### src/rtl/wb_write_queue.sv
// rtl/wb_write_queue.sv - two-producer writeback staging FIFO feeding the register file write port
// Optional forwarding lookup built when WBQ_FORWARD_EN is defined.
module wb_write_queue #(
  parameter int DEPTH = 4,
  parameter int CW    = $clog2(DEPTH + 1)
) (
  input  logic          clk,
  input  logic          clr,
  input  logic          a_valid,
  input  logic [4:0]    a_rd,
  input  logic [31:0]   a_data,
  output logic          a_ready,
  input  logic          b_valid,
  input  logic [4:0]    b_rd,
  input  logic [31:0]   b_data,
  output logic          b_ready,
  output logic          wr_en,
  output logic [4:0]    wr_rd,
  output logic [31:0]   wr_data,
  input  logic [4:0]    lookup_rd,
  output logic          fwd_hit,
  output logic [31:0]   fwd_data,
  output logic [CW-1:0] count
);

  localparam int PW = (DEPTH > 1) ? $clog2(DEPTH) : 1;

  logic [PW-1:0] head_q, head_d;
  logic [PW-1:0] tail_q, tail_d;
  logic [CW-1:0] count_q, count_d;
  logic [4:0]    rd_q   [DEPTH];
  logic [4:0]    rd_d   [DEPTH];
  logic [31:0]   data_q [DEPTH];
  logic [31:0]   data_d [DEPTH];

  logic [CW-1:0] free;
  logic          need_b;
  logic          deq;
  logic          push_a;
  logic          push_b;
  logic [PW-1:0] a_slot;

  // Free slots count the head entry that drains this same cycle.
  always_comb begin
    free    = CW'(DEPTH) - count_q + CW'(count_q != '0);
    need_b  = b_valid && (b_rd != 5'd0);
    b_ready = !clr && (free >= CW'(1));
    a_ready = !clr && (free >= (need_b ? CW'(2) : CW'(1)));
    deq     = !clr && (count_q != '0);
    push_b  = need_b && b_ready;
    push_a  = a_valid && a_ready && (a_rd != 5'd0);
    a_slot  = tail_q + PW'(push_b);
  end

  always_comb begin
    rd_d    = rd_q;
    data_d  = data_q;
    head_d  = head_q + PW'(deq);
    tail_d  = tail_q + PW'(push_b) + PW'(push_a);
    count_d = count_q - CW'(deq) + CW'(push_b) + CW'(push_a);
    if (push_b) begin
      rd_d[tail_q]   = b_rd;
      data_d[tail_q] = b_data;
    end
    if (push_a) begin
      rd_d[a_slot]   = a_rd;
      data_d[a_slot] = a_data;
    end
  end

  always_ff @(posedge clk) begin
    if (clr) begin
      head_q  <= '0;
      tail_q  <= '0;
      count_q <= '0;
      for (int i = 0; i < DEPTH; i++) begin
        rd_q[i]   <= '0;
        data_q[i] <= '0;
      end
    end else begin
      head_q  <= head_d;
      tail_q  <= tail_d;
      count_q <= count_d;
      rd_q    <= rd_d;
      data_q  <= data_d;
    end
  end

  // Suppressed during clr so a discarded head never reaches the register file.
  assign wr_en   = deq;
  assign wr_rd   = wr_en ? rd_q[head_q] : 5'd0;
  assign wr_data = wr_en ? data_q[head_q] : 32'd0;
  assign count   = count_q;

`ifdef WBQ_FORWARD_EN
  logic [PW-1:0] fwd_idx;

  // Oldest-to-youngest scan; later matches overwrite so the youngest wins.
  always_comb begin
    fwd_hit  = 1'b0;
    fwd_data = 32'd0;
    fwd_idx  = head_q;
    for (int i = 0; i < DEPTH; i++) begin
      fwd_idx = head_q + PW'(i);
      if ((CW'(i) < count_q) && (lookup_rd != 5'd0) && (rd_q[fwd_idx] == lookup_rd)) begin
        fwd_hit  = 1'b1;
        fwd_data = data_q[fwd_idx];
      end
    end
  end
`else
  logic unused_lookup;
  assign unused_lookup = ^lookup_rd;
  assign fwd_hit       = 1'b0;
  assign fwd_data      = 32'd0;
`endif

endmodule

### config.mk
export PLATFORM = sky130hd
export DESIGN_NAME = wb_write_queue
export DESIGN_NICKNAME = d
export VERILOG_FILES = /design/src/rtl/wb_write_queue.sv
export SDC_FILE = /design/constraint.sdc
export NUM_CORES = 1
export LEC_CHECK = 0
export BUFFER_PORTS_ARGS = -buffer_cell sky130_fd_sc_hd__buf_2
export CAP_MARGIN = 40
export CORE_ASPECT_RATIO = 1.5
export CORE_UTILIZATION = 58
export DETAILED_ROUTE_END_ITERATION = 8
export PLACE_DENSITY_LB_ADDON = 0.05
export SLEW_MARGIN = 15
export SYNTH_ARGS = -nofsm -noshare
export SYNTH_HDL_FRONTEND = slang
export SYNTH_SLANG_ARGS = --single-unit
### constraint.sdc
create_clock -name clk -period 5.3 [get_ports clk]
set_input_delay 0 -clock clk [delete_from_list [all_inputs] [get_ports clk]]
set_output_delay 0 -clock clk [all_outputs]
set_load 0.02 [all_outputs]
# Word-level counts from Yosys, hierarchy flattened
# Index checks and enable logic that the tools add are counted.
# word_totals
regBits	155
inputBits	83
wordCells	67
# classes
mux	25
magnitude_cmp	7
bitwise	3
n_reduce_logical	13
n_addsub	8
# ops
op	n
bitwise mux 128 bit	2
two-way mux 128 bit	2
two-way mux 32 bit	5
demux 32 bit (select 2 bit)	2
binary-select mux 32 bit (select 2 bit)	1
bitwise mux 20 bit	2
two-way mux 20 bit	2
two-way mux 5 bit	5
demux 5 bit (select 2 bit)	2
binary-select mux 5 bit (select 2 bit)	1
nonzero test 5 bit	2
adder 3 x 1 -> 3 bit	3
>= comparator 3 bit (second input constant)	3
logical AND 1 bit	9
NOT 2 -> 3 bit	3
adder 2 x 1 -> 2 bit	3
< comparator 3 x 1 -> 1 bit (second input constant)	2
>= comparator 3 x 1 -> 1 bit (second input constant)	1
>= comparator 3 x 2 -> 1 bit	1
nonzero test 3 bit	1
subtractor 3 x 1 -> 3 bit	1
subtractor 3 bit (first input constant)	1
two-way mux 2 bit	1
zero test 1 bit	1

# Longest topological paths before layout
# depth
ltp_word	13
depth_mapped	18

# Least setup slack after synthesis
# No wires, ideal clock.
# synth_timing
path_type	input to register
from	input port b_rd[4]
to	register count_q[2], in the netlist count[2]
stages	18
setup_ps	128
arrival_ps	4091
slack_ps	1081
cell_sequence	or4_1 o21ai_4 clkbuf_2 buf_2 ha_1 nand2b_1 a211oi_2 buf_2 buf_1 nor2_1 nand3_1 ha_1 inv_1 fa_1 fa_1 xnor2_1 xnor2_1 nor2_1
# synth_between
elab_chain_cells	8
word_cells_on_any_way	10
cone_classes	add/sub (2); order compare (1); mux (1); reduce/logical (6)
# synth_lines
element	line_no	rtl
start, declared	14	input logic [4:0] b_rd,
nonzero test 5 bit	46	need_b = b_valid && (b_rd != 5'd0);
logical AND 1 bit	46	
two-way mux 2 bit	48	a_ready = !clr && (free >= (need_b ? CW'(2) : CW'(1)));
>= comparator 3 x 2 -> 1 bit	48	
logical AND 1 bit	48	
via a_ready	12	output logic a_ready,
logical AND 1 bit (2 in series)	51	push_a = a_valid && a_ready && (a_rd != 5'd0);
adder 3 x 1 -> 3 bit	60	count_d = count_q - CW'(deq) + CW'(push_b) + CW'(push_a);
end signal, assigned	83	count_q <= count_d;
end, declared	30	logic [CW-1:0] count_q, count_d;
# The timed path passes the listed nets, and every way through them passes these cells.
# A chain may end at the register's enable or synchronous reset.

# Worst setup path after layout
# layout_timing
from	register count_q[0], in the netlist count[0]
to	register data_q[38] (netlist name)
# layout_between
elab_chain_cells	13
word_cells_on_any_way	20
cone_classes	add/sub (3); order compare (4); mux (5); bitwise (1); reduce/logical (7)
# layout_lines
element	line_no	rtl
subtractor 3 bit or nonzero test 3 bit (tied branches)	45	free = CW'(DEPTH) - count_q + CW'(count_q != '0);
adder 3 x 1 -> 3 bit (*)	45	
>= comparator 3 x 1 -> 1 bit	47	b_ready = !clr && (free >= CW'(1));
logical AND 1 bit	47	
logical AND 1 bit	50	push_b = need_b && b_ready;
adder 2 x 1 -> 2 bit	52	a_slot = tail_q + PW'(push_b);
NOT 2 -> 3 bit (implied by the code)	67	data_d[a_slot] = a_data;
>= comparator 3 bit (implied by the code) or < comparator 3 x 1 -> 1 bit (tied branches)	67	
logical AND 1 bit (implied by the code)	67	
two-way mux 32 bit (implied by the code)	67	
demux 32 bit (select 2 bit)	67	
bitwise mux 128 bit	67	
two-way mux 128 bit (*)	65	if (push_a) begin
end signal, assigned	85	data_q <= data_d;
end, declared	33	logic [31:0] data_q [DEPTH];
# Every way passes the cells marked *; elsewhere a longest branch is shown, timed or not.

==> out/summary.txt <==
Critical Path AT -> 4.54 ns
hold_sp -> a_data[10]
flop2flop setup slack -> 1.13 ns
Hold Crit Depth -> 3
Buffers on Ports -> 120
Die Y -> 164 um
row cnt -> 58
cell count after synthesis -> 1171
Total Routing Usage GR -> 37.5%
DR vias -> 10376
EDFF count, synth -> 0
Post-CTS Setup Repair Bufs -> 0
Reg2Reg Depth -> 14
share of post-route cells with drive strength above 1 -> 19.4%
placed cell count -> 1349
Post-synth top flop -> dfxtp_1
DRC -> 0
RSZ-0062 raised after global routing -> no
Post-Syn Area -> 10100 um^2
final setup violation count -> 0
Area Growth Syn to Fin -> 13.0%
crit path cell chain -> nor3_1 -> ha_1 -> inv_1 -> ha_1 -> xnor2_1 -> and2_4 -> nor3_1 -> ha_1 -> xor2_1 -> o211ai_1 -> or3_1 -> buf_4 -> a311oi_1 -> dlygate4sd3_1
FF+latch count, synth -> 155
Sum Neg Setup Slack -> 0 ns
CTS tree -> done
Tcrit/Tclk final -> 78.6%
FF-to-FF End -> data_q[38]
sequential area share after synthesis -> 30.7%
Worst path slowest cell -> dlygate4sd3_1
clk root buf -> clkbuf_16
DRT Pass-1 Iters -> 5
crit-path leading delay family -> simple AND/OR/NAND/NOR gates
clock latency on the worst-skew pair -> 0.43 ns
clock input transition at the sequential cells of the worst setup and hold paths -> 0.06 ns
worst-margin pin slew -> 0.875 ns
worst-path fanout max -> 17
HPWL Detailed -> 17.4 mm
cts bufs inserted -> 17
Max clock buf depth -> 2
startpoint class of the critical path -> register
residual overflow from global routing -> 0
PwrDens -> 493 nW/um^2
DRT antenna net count -> 0
Reg-to-Reg Start -> count[0]
final net count -> 1290
status -> complete, no violations
Crit Path Category -> reg2reg
die width -> 110 um
Sink Count -> 155
slowest stage delay, CP -> 0.58 ns
Max Slew Vio Count -> 0
initial DRC count -> 1230
Initial Utilization -> 59.8%
hold endpoint -> data_q[42]
Core Box Area -> 16900 um^2
wire length per cell -> 23.7 um
Tot Pwr -> 0.00564 W
drt total wl -> 33.7 mm
Lkg Pwr -> 3.68 nW
synth warn -> 0
detail-routed via count per cell -> 7.30
headroom to the max-slew limit -> 41.7%
initial antenna violation count -> 1
Yosys cell types -> 36
vias in the first global route -> 9512
largest net degree at the start of global routing -> 121
FFs w/ async S/R, synth -> 0%
Worst path most repeated cell -> ha_1
Worst VDD drop -> 1020 uV
Worst Path Buf+Inv -> 3
Final GP Congestion -> 0.782
CP required -> 5.67 ns
min cycle time layout -> 4.17 ns
Max Cap Violations -> 0
top-level I/O count -> 159
crit end category -> register
HP Class -> in2reg
Levels on crit path -> 14
post-route insts no fill -> 1421
post-CTS sizing -> 0
die footprint -> 18000 um^2
clock skew -> 0.00567 ns
average size of a mapped cell -> 8.64 um^2
CTS H-tree lvls -> 4
global-route wire length before repair -> 51.6 mm
Final Hold Fails -> 0
Fmax -> 240 MHz
## report_power, final
part           internal (W)  switching (W)  leakage [nW]
Combinational      0.000814        0.00181          2.09
Clock              0.000909       0.000500         0.327
Sequential          0.00144       0.000172          1.26
## cell usage after synthesis (all sizes together) (2+ instances only)
cell       n  area share (%)
nor2       6            0.22
clkbuf   128             4.9
and2      38             2.4
nand2b     2            0.12
or4      146              11
dfxtp    155              31
fa         2            0.40
nor2b      6            0.37
inv        6            0.22
nor3       2           0.099
or3        8            0.49
ha         8            0.99
o211ai     2            0.15
o2111ai    2            0.17
a211o      4            0.35
or2        2            0.12
a311oi   148              13
o21ai    149             7.5
xnor2      6            0.52
buf       88             6.2
nand2     72             2.7
nor4     148             9.2
mux4      37             8.2
xor2       2            0.17
## cells in the final DEF, fill, tap and decap left out, types with 17 or more instances in the layout
cell and n:
buf_2 119, nor4_1 148, and2_1 37, nand2_1 72
conb_1 33, dfxtp_1 153, dlygate4sd3_1 38, clkbuf_16 17
o21ai_0 140, or4_1 146, buf_4 28, mux4_2 37
a311oi_1 148
## routing by layer
layer / global-route usage [%] / routed length (um) / share of wire [%]
met5: 0 / 0 / 0
met4: 15.0 / 935 / 2.8
met3: 6.23 / 3050 / 9.0
met2: 59.1 / 16300 / 48
met1: 50.6 / 13500 / 40
## worst max path at each step
stage / end / startpoint / slack [ns]
CTS: data_q[38] / b_rd[4] / 1.02
detailed placement: data_q[6] / b_rd[4] / 1.48
global route: data_q[38] / count[0] / 0.80
finish: data_q[38] / count[0] / 1.13
global placement: data_q[59] / count[0] / 1.43
floorplan: count[2] / b_rd[4] / 1.08
## timing repair
| item | 4_1_cts | 5_1_grt |
|---|---|---|
| endpoints found under the hold margin | 126 | 0 |
| endpoints found under the setup margin | 0 | 0 |
| hold buffers | 38 | 0 |
## worst reg2reg max path, cell delays in order (launching register included)
cell and delay (ns):
dfxtp_1 0.35, nor3_1 0.40, ha_1 0.23, inv_1 0.04, ha_1 0.20, xnor2_1 0.20, and2_4 0.20, nor3_1 0.29
ha_1 0.27, xor2_1 0.38, o211ai_1 0.17, or3_1 0.35, buf_4 0.23, a311oi_1 0.23, dlygate4sd3_1 0.58
## sequential cells by signal (all words and copies together), names as in the netlist
name / flops
head_q: 2
tail_q: 2
data_q: 128
count: 3
rd_q: 20
## kinds of logic (layout without fill, tap and decap cells)
logic type | Yosys count | in the layout | share of synthesized area (%)
AND/OR/NAND/NOR | 432 | 432 | 26.6
AO/OA/AOI/OAI | 306 | 306 | 21.1
buffers and inverters | 222 | 229 | 11.3
flip-flops | 155 | 155 | 30.7
multiplexers | 37 | 37 | 8.24
adder cells (fa/ha/maj) | 10 | 10 | 1.39
XOR/XNOR | 8 | 8 | 0.693
other | 1 | 34 | 0.0371
## stage by stage
step,setup slack (ns),instance area (um^2),hold slack [ns],util (%)
2_1_floorplan,1.08,10200,0.272,-
4_1_cts,1.02,11400,0.00134,67.4
6_report,1.13,11400,0.00400,67.6
5_1_grt,0.801,11400,0.0164,67.6
3_5_place_dp,1.48,10300,0.407,61.2
3_3_place_gp,1.43,10300,0.404,60.7
## area by class of cell
type	instances	area [um^2]
Clock inverter	11	215
Inverter	6	22.5
Timing Repair Buffer	191	1310
Sequential cell	155	3110
Antenna cell	1	2.50
Tap cell	210	263
Clock buffer	21	460
Multi-Input combinational cell	826	6050
Fill cell	1475	5480
Note: power is estimated with default switching activity, not from simulation.
